$ cat config.mk
export PLATFORM = sky130hd
export DESIGN_NAME = mem_access_unit
export DESIGN_NICKNAME = d
export VERILOG_FILES = /design/src/rtl/mem_pkg.sv /design/src/rtl/load_align.sv /design/src/rtl/mem_access_unit.sv
export SDC_FILE = /design/constraint.sdc
export NUM_CORES = 1
export LEC_CHECK = 0
export CORE_MARGIN = 8
export CORE_UTILIZATION = 27
export CTS_CLUSTER_SIZE = 12
export DETAILED_ROUTE_END_ITERATION = 16
export PLACE_DENSITY = 0.79
export SYNTH_ARGS = -nofsm -noshare
export SYNTH_HDL_FRONTEND = slang
export SYNTH_SLANG_ARGS = --single-unit
$ cat constraint.sdc
create_clock -name clk -period 1.8 [get_ports clk]
set_input_delay 0.18 -clock clk [delete_from_list [all_inputs] [get_ports clk]]
set_output_delay 0.18 -clock clk [all_outputs]
set_load 0.02 [all_outputs]
$ cat src/rtl/mem_pkg.sv
// Shared encodings, FSM state type and alignment rule for the memory access unit.
package mem_pkg;

    localparam logic [1:0] SZ_B = 2'd0;
    localparam logic [1:0] SZ_H = 2'd1;
    localparam logic [1:0] SZ_W = 2'd2;

    typedef enum logic [1:0] {
        IDLE = 2'd0,
        WAIT = 2'd1,
        RESP = 2'd2
    } state_e;

    // Size code 3 behaves as a word access.
    function automatic logic align_ok(input logic [1:0] size, input logic [1:0] addr_lo);
        case (size)
            SZ_B:    return 1'b1;
            SZ_H:    return ~addr_lo[0];
            default: return (addr_lo == 2'b00);
        endcase
    endfunction

endpackage

$ cat src/rtl/load_align.sv
// Combinational load formatter: selects the addressed byte/half lane and extends it to 32 bits.
module load_align
    import mem_pkg::*;
(
    input  logic [31:0] rdata_i,
    input  logic [1:0]  off_i,
    input  logic [1:0]  size_i,
    input  logic        signed_i,
    output logic [31:0] data_o
);

    logic [7:0]  lane_b;
    logic [15:0] lane_h;

    always_comb begin
        lane_b = rdata_i[{off_i, 3'b000} +: 8];
        lane_h = rdata_i[{off_i[1], 4'b0000} +: 16];
        case (size_i)
            SZ_B:    data_o = {{24{signed_i & lane_b[7]}}, lane_b};
            SZ_H:    data_o = {{16{signed_i & lane_h[15]}}, lane_h};
            default: data_o = rdata_i;
        endcase
    end

endmodule

$ cat src/rtl/mem_access_unit.sv
// MEM-stage load/store unit: sized stores with byte strobes, alignment exceptions,
// and loads against an SRAM of configurable read latency with pipeline stall.
module mem_access_unit
    import mem_pkg::*;
#(
    parameter int unsigned ADDR_W = 32,
    parameter int unsigned RD_LAT = 1
) (
    input  logic              clk,
    input  logic              rst,
    input  logic              req_valid,
    input  logic              req_we,
    input  logic [1:0]        req_size,
    input  logic              req_signed,
    input  logic [ADDR_W-1:0] req_addr,
    input  logic [31:0]       req_wdata,
    input  logic              flush,
    output logic              stall,
    output logic              resp_valid,
    output logic [31:0]       resp_rdata,
    output logic              adel,
    output logic              ades,
    output logic [ADDR_W-1:0] badvaddr,
    output logic              sram_en,
    output logic [3:0]        sram_wen,
    output logic [ADDR_W-1:0] sram_addr,
    output logic [31:0]       sram_wdata,
    input  logic [31:0]       sram_rdata
);

    localparam int unsigned CNT_W = $clog2(RD_LAT + 1);

    state_e           state_q, state_d;
    logic [CNT_W-1:0] cnt_q, cnt_d;
    logic [1:0]       off_q, off_d;
    logic [1:0]       size_q, size_d;
    logic             signed_q, signed_d;

    logic [31:0]       load_data;
    logic [1:0]        addr_lo;
    logic              aligned;
    logic [ADDR_W-1:0] word_addr;

    load_align u_load_align (
        .rdata_i  (sram_rdata),
        .off_i    (off_q),
        .size_i   (size_q),
        .signed_i (signed_q),
        .data_o   (load_data)
    );

    always_ff @(posedge clk) begin
        if (rst) begin
            state_q  <= IDLE;
            cnt_q    <= '0;
            off_q    <= '0;
            size_q   <= SZ_W;
            signed_q <= 1'b0;
        end else begin
            state_q  <= state_d;
            cnt_q    <= cnt_d;
            off_q    <= off_d;
            size_q   <= size_d;
            signed_q <= signed_d;
        end
    end

    // Next state and the same-cycle response / SRAM control.
    always_comb begin
        state_d    = state_q;
        cnt_d      = cnt_q;
        off_d      = off_q;
        size_d     = size_q;
        signed_d   = signed_q;
        stall      = 1'b0;
        resp_valid = 1'b0;
        resp_rdata = '0;
        adel       = 1'b0;
        ades       = 1'b0;
        badvaddr   = '0;
        sram_en    = 1'b0;
        sram_wen   = '0;
        sram_addr  = '0;
        sram_wdata = '0;

        addr_lo   = req_addr[1:0];
        aligned   = align_ok(req_size, addr_lo);
        word_addr = {req_addr[ADDR_W-1:2], 2'b00};

        case (state_q)
            IDLE: begin
                if (req_valid && !flush) begin
                    if (!aligned) begin
                        resp_valid = 1'b1;
                        adel       = ~req_we;
                        ades       = req_we;
                        badvaddr   = req_addr;
                    end else if (req_we) begin
                        sram_en    = 1'b1;
                        sram_addr  = word_addr;
                        resp_valid = 1'b1;
                        case (req_size)
                            SZ_B: begin
                                sram_wen   = 4'b0001 << addr_lo;
                                sram_wdata = {4{req_wdata[7:0]}};
                            end
                            SZ_H: begin
                                sram_wen   = 4'b0011 << addr_lo;
                                sram_wdata = {2{req_wdata[15:0]}};
                            end
                            default: begin
                                sram_wen   = 4'b1111;
                                sram_wdata = req_wdata;
                            end
                        endcase
                    end else begin
                        sram_en   = 1'b1;
                        sram_addr = word_addr;
                        stall     = 1'b1;
                        off_d     = addr_lo;
                        size_d    = req_size;
                        signed_d  = req_signed;
                        cnt_d     = CNT_W'(RD_LAT - 1);
                        state_d   = (RD_LAT > 1) ? WAIT : RESP;
                    end
                end
            end
            WAIT: begin
                if (flush) begin
                    state_d = IDLE;
                end else begin
                    stall = 1'b1;
                    cnt_d = cnt_q - CNT_W'(1);
                    if (cnt_q == CNT_W'(1)) begin
                        state_d = RESP;
                    end
                end
            end
            RESP: begin
                state_d = IDLE;
                if (!flush) begin
                    resp_valid = 1'b1;
                    resp_rdata = load_data;
                end
            end
            default: state_d = IDLE;
        endcase

        // No SRAM activity or response may escape while reset is held.
        if (rst) begin
            stall      = 1'b0;
            resp_valid = 1'b0;
            resp_rdata = '0;
            adel       = 1'b0;
            ades       = 1'b0;
            badvaddr   = '0;
            sram_en    = 1'b0;
            sram_wen   = '0;
            sram_addr  = '0;
            sram_wdata = '0;
        end
    end

endmodule

Yosys cells after proc, flatten, opt, wreduce, memory -nomap -nowiden
Cells that the tools add are included.
{"block": "classes", "addsub": 1, "n_eq_ne": 9, "shifts": 4, "muxes": 59, "n_bitwise": 4, "reduce_logical": 10}
{"cell": "32-bit two-way mux", "n": 16}
{"cell": "32-bit one-hot mux with 2 select lines", "n": 2}
{"cell": "32-bit by 6-bit indexed part select with 16-bit output", "n": 1}
{"cell": "32-bit by 6-bit indexed part select with 8-bit output", "n": 1}
{"cell": "1-bit two-way mux", "n": 25}
{"cell": "4-bit two-way mux", "n": 5}
{"cell": "2-bit two-way mux", "n": 5}
{"cell": "2-bit logical NOT", "n": 4}
{"cell": "2-bit inequality test (second input constant)", "n": 4}
{"cell": "1-bit one-hot mux with 2 select lines", "n": 4}
{"cell": "4-bit one-hot mux with 2 select lines", "n": 1}
{"cell": "4-bit AND reduction", "n": 2}
{"cell": "2-bit by 1-bit == test with 1-bit output (second input constant)", "n": 3}
{"cell": "5-bit AND reduction", "n": 1}
{"cell": "2-bit one-hot mux with 2 select lines", "n": 1}
{"cell": "1-bit by 2-bit << shifter with 4-bit output (first input constant)", "n": 1}
{"cell": "2-bit by 2-bit << shifter with 4-bit output (first input constant)", "n": 1}
{"cell": "3-bit inequality test (second input constant)", "n": 1}
{"cell": "1-bit bitwise AND", "n": 2}
{"cell": "2-bit == test (second input constant)", "n": 1}
{"cell": "1-bit NOT", "n": 2}
{"cell": "2-bit nonzero test", "n": 1}
{"cell": "1-bit logical AND", "n": 1}
{"cell": "1-bit logical NOT", "n": 1}
{"cell": "1-bit subtractor (second input constant)", "n": 1}
{"block": "totals", "regBits": 8, "in_bits": 104, "output_inout_bits": 137, "word_cells": 92}

Logic depth before layout (Yosys ltp)
{"block": "logic_depth", "ltp_word": 7, "mapped_depth": 7, "ltp_nobuf": 4}

By module
From an unflattened synthesis, not the netlist that was laid out.
{"block": "unflattened", "cells_unflattened": 378, "hier_area_um2": 2409.8}
{"mod": "mem_access_unit", "instances": 1, "cells_per_inst": 261, "area_each_um2": 1685.4, "seq_area_each_um2": 120.1}
{"mod": "load_align", "instances": 1, "cells_per_inst": 117, "area_each_um2": 724.4, "seq_area_each_um2": 0.0}

Least setup slack after synthesis
No wires, ideal clock.
{"block": "synth_timing", "kind": "register to output", "from": "register size_q[1]", "to": "output port resp_rdata[15]", "arrival_time_ns": 1.672, "t_required_ns": 1.620, "path_slack_ns": -0.052, "path_stages_with_launch": 6, "cell_sequence": "dfxtp_1 > buf_2 > nor3b_4 > a22o_4 > a21oi_4 > a221oi_1"}
{"block": "synth_via", "elab_chain_cells": 5}
{"element": "from (decl)", "line": "mem_access_unit.sv:36", "source": "logic [1:0] size_q, size_d;"}
{"element": "from (signal assigned)", "line": "mem_access_unit.sv:63", "source": "size_q <= size_d;"}
{"element": "2-bit by 1-bit == test with 1-bit output or 2-bit logical NOT (tied branches)", "line": "load_align.sv:18", "source": "case (size_i)"}
{"element": "32-bit one-hot mux with 2 select lines (*)", "line": "load_align.sv:18"}
{"element": "32-bit two-way mux (*)", "line": "mem_access_unit.sv:141", "source": "if (!flush) begin"}
{"element": "32-bit two-way mux (*)", "line": "mem_access_unit.sv:90", "source": "case (state_q)"}
{"element": "32-bit two-way mux (*)", "line": "mem_access_unit.sv:150", "source": "if (rst) begin"}
{"element": "to (decl)", "line": "mem_access_unit.sv:20", "source": "output logic [31:0] resp_rdata,"}
Mark *: on every way between the ends. The rest lies on a longest branch, timed or not.

Worst setup path in the final report
{"block": "layout_timing", "from": "input port req_we", "to": "register off_q[1]"}
{"block": "layout_via", "elab_chain_cells": 2}
{"element": "from (decl)", "line": "mem_access_unit.sv:12", "source": "input logic req_we,"}
{"element": "1-bit NOT (no source line)"}
{"element": "4-bit AND reduction (no source line)"}
{"element": "to (signal assigned)", "line": "mem_access_unit.sv:56", "source": "off_q <= '0;"}
{"element": "to (signal assigned)", "line": "mem_access_unit.sv:62", "source": "off_q <= off_d;"}
{"element": "to (decl)", "line": "mem_access_unit.sv:35", "source": "logic [1:0] off_q, off_d;"}
No other way between the ends.
A chain may end at the register's enable or synchronous reset.

==> results.md <==
| Stage | Quantity | This run |
|:---|:---|:---|
| status | Outcome | complete, but fails checks |
| status | Violated checks | negative setup slack |
| power | Power share of the sequential group | 9.4% |
| layout | Area grow syn2layout | 228% |
| worst setup path | Category of the worst setup path launch point | input pin |
| worst setup path | Critical register-to-register path startpoint | state_q[1] |
| power | Part of the total power dissipated in combinational logic | 76.0% |
| worst hold path | Worst hold endpoint | signed_q |
| routing | Final WL | 22000 um |
| sta | Ratio of final minimum period to clock period | 123% |
| die | Initial core utilization | 27.8% |
| worst setup path | Largest delay share family, worst path | buffers and inverters |
| global routing | Total routing usage reported by global routing | 25.4% |
| global routing | Grt ovf | 0 |
| routing | Number of nets with antenna violations after routing | 0 |
| sta | Final setup vio count | 140 |
| synthesis | Mapped Avg Cell Area | 5.53 um2 |
| routing | DR WL/cell | 29.2 um |
| worst setup path | Cells along the critical path | clkdlybuf4s50_1, buf_4, nor4b_2, nand3_1, buf_4, mux2i_1, nor2_1 |
| sta | Hold slack | 605 ps |
| routing | Met1 WL | 7650 um |
| routing | Top layer reached by signal wires | met4 |
| power | Power per cell area | 230 mW/mm2 |
| clocking | Clk sink count | 6 |
| die | Total die area | 0.0105 mm2 |
| sta | Achievable Freq | 453 MHz |
| synthesis | Seq/Total Area, Yosys | 5.98% |
| routing | Number of DRC violations after detailed-routing iteration 0 | 475 |
| routing | Vias per Instance | 6.03 |
| worst hold path | Worst hold path startpoint | rst |
| layout | Layout cells sized above 1 | 60.5% |
| clocking | Root buffer cell | sky130_fd_sc_hd__clkbuf_8 |
| routing | Routed length on met3 | 2480 um |
| worst setup path | Register-to-register setup slack | -100 ps |
| layout | Sequential cell area | 126 um2 |
| clocking | Source-to-sink clock delay at the later pin of the worst-skew pair | 230 ps |
| synthesis | Yosys warns | 0 |
| sta | RSZ-0062 raised after global routing | true |
| sta | Clock period minus worst slack | 2210 ps |
| die | Y dimension of the die | 102 um |
| worst setup path | WP data arrival | 2300 ps |
| clocking | H-tree Lvls | 1 |
| run | Maximum Capacitance Violations | 0 |
| routing | Vias | 4550 |
| power | Power share of the clock group | 14.6% |
| power | Switch Pwr | 0.000700 W |
| worst setup path | Reg2Reg Depth | 6 |
| global routing | Pin count of the biggest net entering global routing | 28 |
| sta | Hold Violations, Final | 0 |
| clocking | Clock input transition at the sequential cells of the worst setup and hold paths | 40 ps |
| sta | Number of pins exceeding their max-slew limit in the final report | 0 |
| global routing | Global-route wire length before repair | 20900 um |
| placement | Placer Congestion | 0.906 |
| worst setup path | Critical path buffer and inverter count | 3 |
| global routing | Number of antenna violations at the first check in global routing | 1 |
| routing | Sum of met2 wire segment lengths after detailed routing | 10400 um |
| layout | Final-layout fill cell count | 228 |
| worst setup path | Kind of end point of the critical path | flop |
| placement | DPL Wire Length | 10800 um |
| worst setup path | Stage delay of the slowest cell on the critical path | 630 ps |
| synthesis | Number of instances in the synthesized netlist | 363 |
| worst hold path | Hold path depth | 3 |
| sta | Final worst-path setup slack | -406 ps |
| layout | Footprint of the multi-input gates | 0.00291 mm2 |
| power | P_leak | 2.84 nW |
| placement | Worst setup slack before clock tree synthesis | -697 ps |
| layout | Post-layout net count | 761 |
| clocking | Clock tree from TritonCTS | yes |
| power | Worst VDD drop | 197 uV |
| clocking | Clock tree buffer depth | 2 |
| routing | DR DRC count | 0 |
| worst setup path | Category of the most critical setup path | in2reg |
| worst setup path | Critical path's most frequent cell | sky130_fd_sc_hd__buf_4 |
| global routing | Number of global-route vias before repair | 3903 |
| sta | Final worst clock skew | 3.96 ps |
| die | Core ar. | 0.00721 mm2 |
| synthesis | Count of distinct cell types in the synthesized netlist | 38 |
| placement | Number of I/O port buffers | 238 |
| synthesis | Syn Std Cell Area | 0.00201 mm2 |
| clocking | Number of hold-repair buffers added at the cts stage | 0 |
| worst hold path | Path category of the worst min-delay check | in2reg |
| worst setup path | Worst reg2reg endpoint | off_q[1] |
| worst setup path | Worst path required time | 1890 ps |
| layout | Share of the core filled with cells | 91.3% |
| die | Cell Rows | 31 |
| worst setup path | Largest fanout on the critical path | 4 |
| worst setup path | Crit-path slowest cell | sky130_fd_sc_hd__clkdlybuf4s50_1 |
| synthesis | Number of synthesized register bits | 6 |
| clocking | CTS buffer count | 3 |
| die | Number of ports placed on the die boundary | 241 |
| routing | Initial DRT Pass Iterations | 6 |
| die | Width of the die | 102 um |
| power | Sw Ratio | 46.2% |
| power | PnR Total Power | 0.00152 W |
| power | Internal power | 0.000815 W |
## worst reg2reg max path, stage by stage, from the launching register on
cell	delay (ps)
sky130_fd_sc_hd__dfxtp_2	340
sky130_fd_sc_hd__buf_4	150
sky130_fd_sc_hd__nor4b_2	380
sky130_fd_sc_hd__nand3_1	190
sky130_fd_sc_hd__buf_4	210
sky130_fd_sc_hd__mux2i_1	170
sky130_fd_sc_hd__nor2_1	320
## Yosys cell counts (all sizes together)
master / count / area [um2]
nor2: 103 / 387
nand2: 100 / 375
mux2i: 21 / 210
a21oi: 18 / 101
buf: 18 / 118
clkbuf: 16 / 61.3
inv: 10 / 37.5
a221oi: 9 / 78.8
and2: 9 / 56.3
mux2: 9 / 105
o21ai: 9 / 56.3
a222oi: 7 / 70.1
dfxtp: 6 / 120
and3: 5 / 31.3
nor3b: 5 / 60.1
nor3: 3 / 15.0
nor4b: 3 / 32.5
nand3: 2 / 10.0
a211o: 1 / 8.76
a211oi: 1 / 7.51
a22o: 1 / 17.5
conb: 1 / 3.75
nand3b: 1 / 7.51
o211ai: 1 / 7.51
o22ai: 1 / 6.26
or2: 1 / 6.26
or3b: 1 / 8.76
xnor2: 1 / 8.76
## final cells by class
cell class | count | area share (%)
inverter | 10 | 0.570
multi-input combinational | 314 | 44.2
tap | 99 | 1.88
antenna | 1 | 0.0380
timing repair buffer | 322 | 50.8
sequential | 6 | 1.92
clock buffer | 3 | 0.627
## cells by family after synthesis
family | after synthesis | synth area share [%]
AND/OR/NAND/NOR | 233 | 49.3
buffers and inverters | 44 | 10.8
other | 1 | 0.187
flip-flops | 6 | 5.98
XOR/XNOR | 1 | 0.436
AO/OA/AOI/OAI | 48 | 17.6
multiplexers | 30 | 15.7
## routing by layer
| layer | track usage [%] | vias to the layer above |
|---|---|---|
| met4 | 9.93 | 0 |
| met3 | 7.97 | 134 |
| li1 | - | 1796 |
| met1 | 26.2 | 2172 |
| met5 | 0 | - |
| met2 | 46.4 | 448 |
## timing repair
| item | CTS | global route |
|---|---|---|
| endpoints found under the setup margin | 135 | 140 |
| buffers inserted | 10 | 3 |
| pin swaps | 22 | 64 |
| gates resized for setup | 719 | 361 |
| cloned | 6 | 3 |
## registers in the layout (all words and copies together) (netlist names)
name,count
off_q,2
signed_q,1
size_q,2
state_q,1
## stage by stage
stage | cells | setup TNS, ps | instance area, um2
after global placement | 730 | -72550 | 4840
final | 755 | -16600 | 6590
after floorplan | 364 | -305 | 2020
after CTS | 749 | -3170 | 5120
after detailed placement | 730 | -78430 | 4840
after global routing | 755 | -23010 | 6590
## power by group through the flow
| stage | Sequential, W | Clock (W) | Combinational (W) |
|---|---|---|---|
| finish | 0.000142 | 0.000221 | 0.00115 |
| global route | 0.000142 | 0.000223 | 0.00117 |
| CTS | 0.000141 | 0.000208 | 0.000803 |
| detailed placement | 0.000144 | 0 | 0.000739 |
| global placement | 0.000144 | 0 | 0.000724 |
| floorplan | 0.000141 | 0 | 0.000284 |
## placed cells by master (no fill, tap or decap), types with 2 or more instances in the layout
cell type,netlist,routed
sky130_fd_sc_hd__o21ai_0,7,7
sky130_fd_sc_hd__dfxtp_1,6,3
sky130_fd_sc_hd__conb_1,1,2
sky130_fd_sc_hd__nor3b_2,0,2
sky130_fd_sc_hd__mux2i_1,21,21
sky130_fd_sc_hd__nor2_4,0,69
sky130_fd_sc_hd__a21oi_4,1,9
sky130_fd_sc_hd__nor4b_4,0,2
sky130_fd_sc_hd__inv_1,10,10
sky130_fd_sc_hd__buf_4,2,81
sky130_fd_sc_hd__a222oi_1,7,7
sky130_fd_sc_hd__and3_1,5,5
sky130_fd_sc_hd__nor3b_4,2,2
sky130_fd_sc_hd__a221oi_4,0,2
sky130_fd_sc_hd__a221oi_2,0,6
sky130_fd_sc_hd__buf_2,10,6
sky130_fd_sc_hd__nor2_1,103,32
sky130_fd_sc_hd__clkdlybuf4s50_1,0,95
sky130_fd_sc_hd__nand2_2,0,12
sky130_fd_sc_hd__clkdlybuf4s15_2,0,5
sky130_fd_sc_hd__and2_4,0,8
sky130_fd_sc_hd__a21oi_1,17,8
sky130_fd_sc_hd__dfxtp_2,0,2
sky130_fd_sc_hd__dlygate4sd2_1,0,7
sky130_fd_sc_hd__nand2_4,0,21
sky130_fd_sc_hd__nand2_1,100,51
sky130_fd_sc_hd__nor2_2,0,2
sky130_fd_sc_hd__clkbuf_8,0,3
sky130_fd_sc_hd__nand2_8,0,16
sky130_fd_sc_hd__mux2_2,8,8
sky130_fd_sc_hd__clkbuf_16,0,3
sky130_fd_sc_hd__buf_16,0,3
sky130_fd_sc_hd__buf_12,0,10
sky130_fd_sc_hd__buf_6,4,108
## worst max-delay path by stage
stage              start              to  cells past startpoint  slack (ps)
3_5_place_dp       flush  resp_rdata[12]                      5        -700
4_1_cts         off_q[1]  resp_rdata[18]                      6        -150
6_report          req_we        off_q[1]                      7        -410
2_1_floorplan  size_q[1]  resp_rdata[10]                      5         -40
5_1_grt           req_we        off_q[1]                      7        -480
3_3_place_gp       flush  resp_rdata[14]                      5        -650
Power figures use the tool's default switching activity.
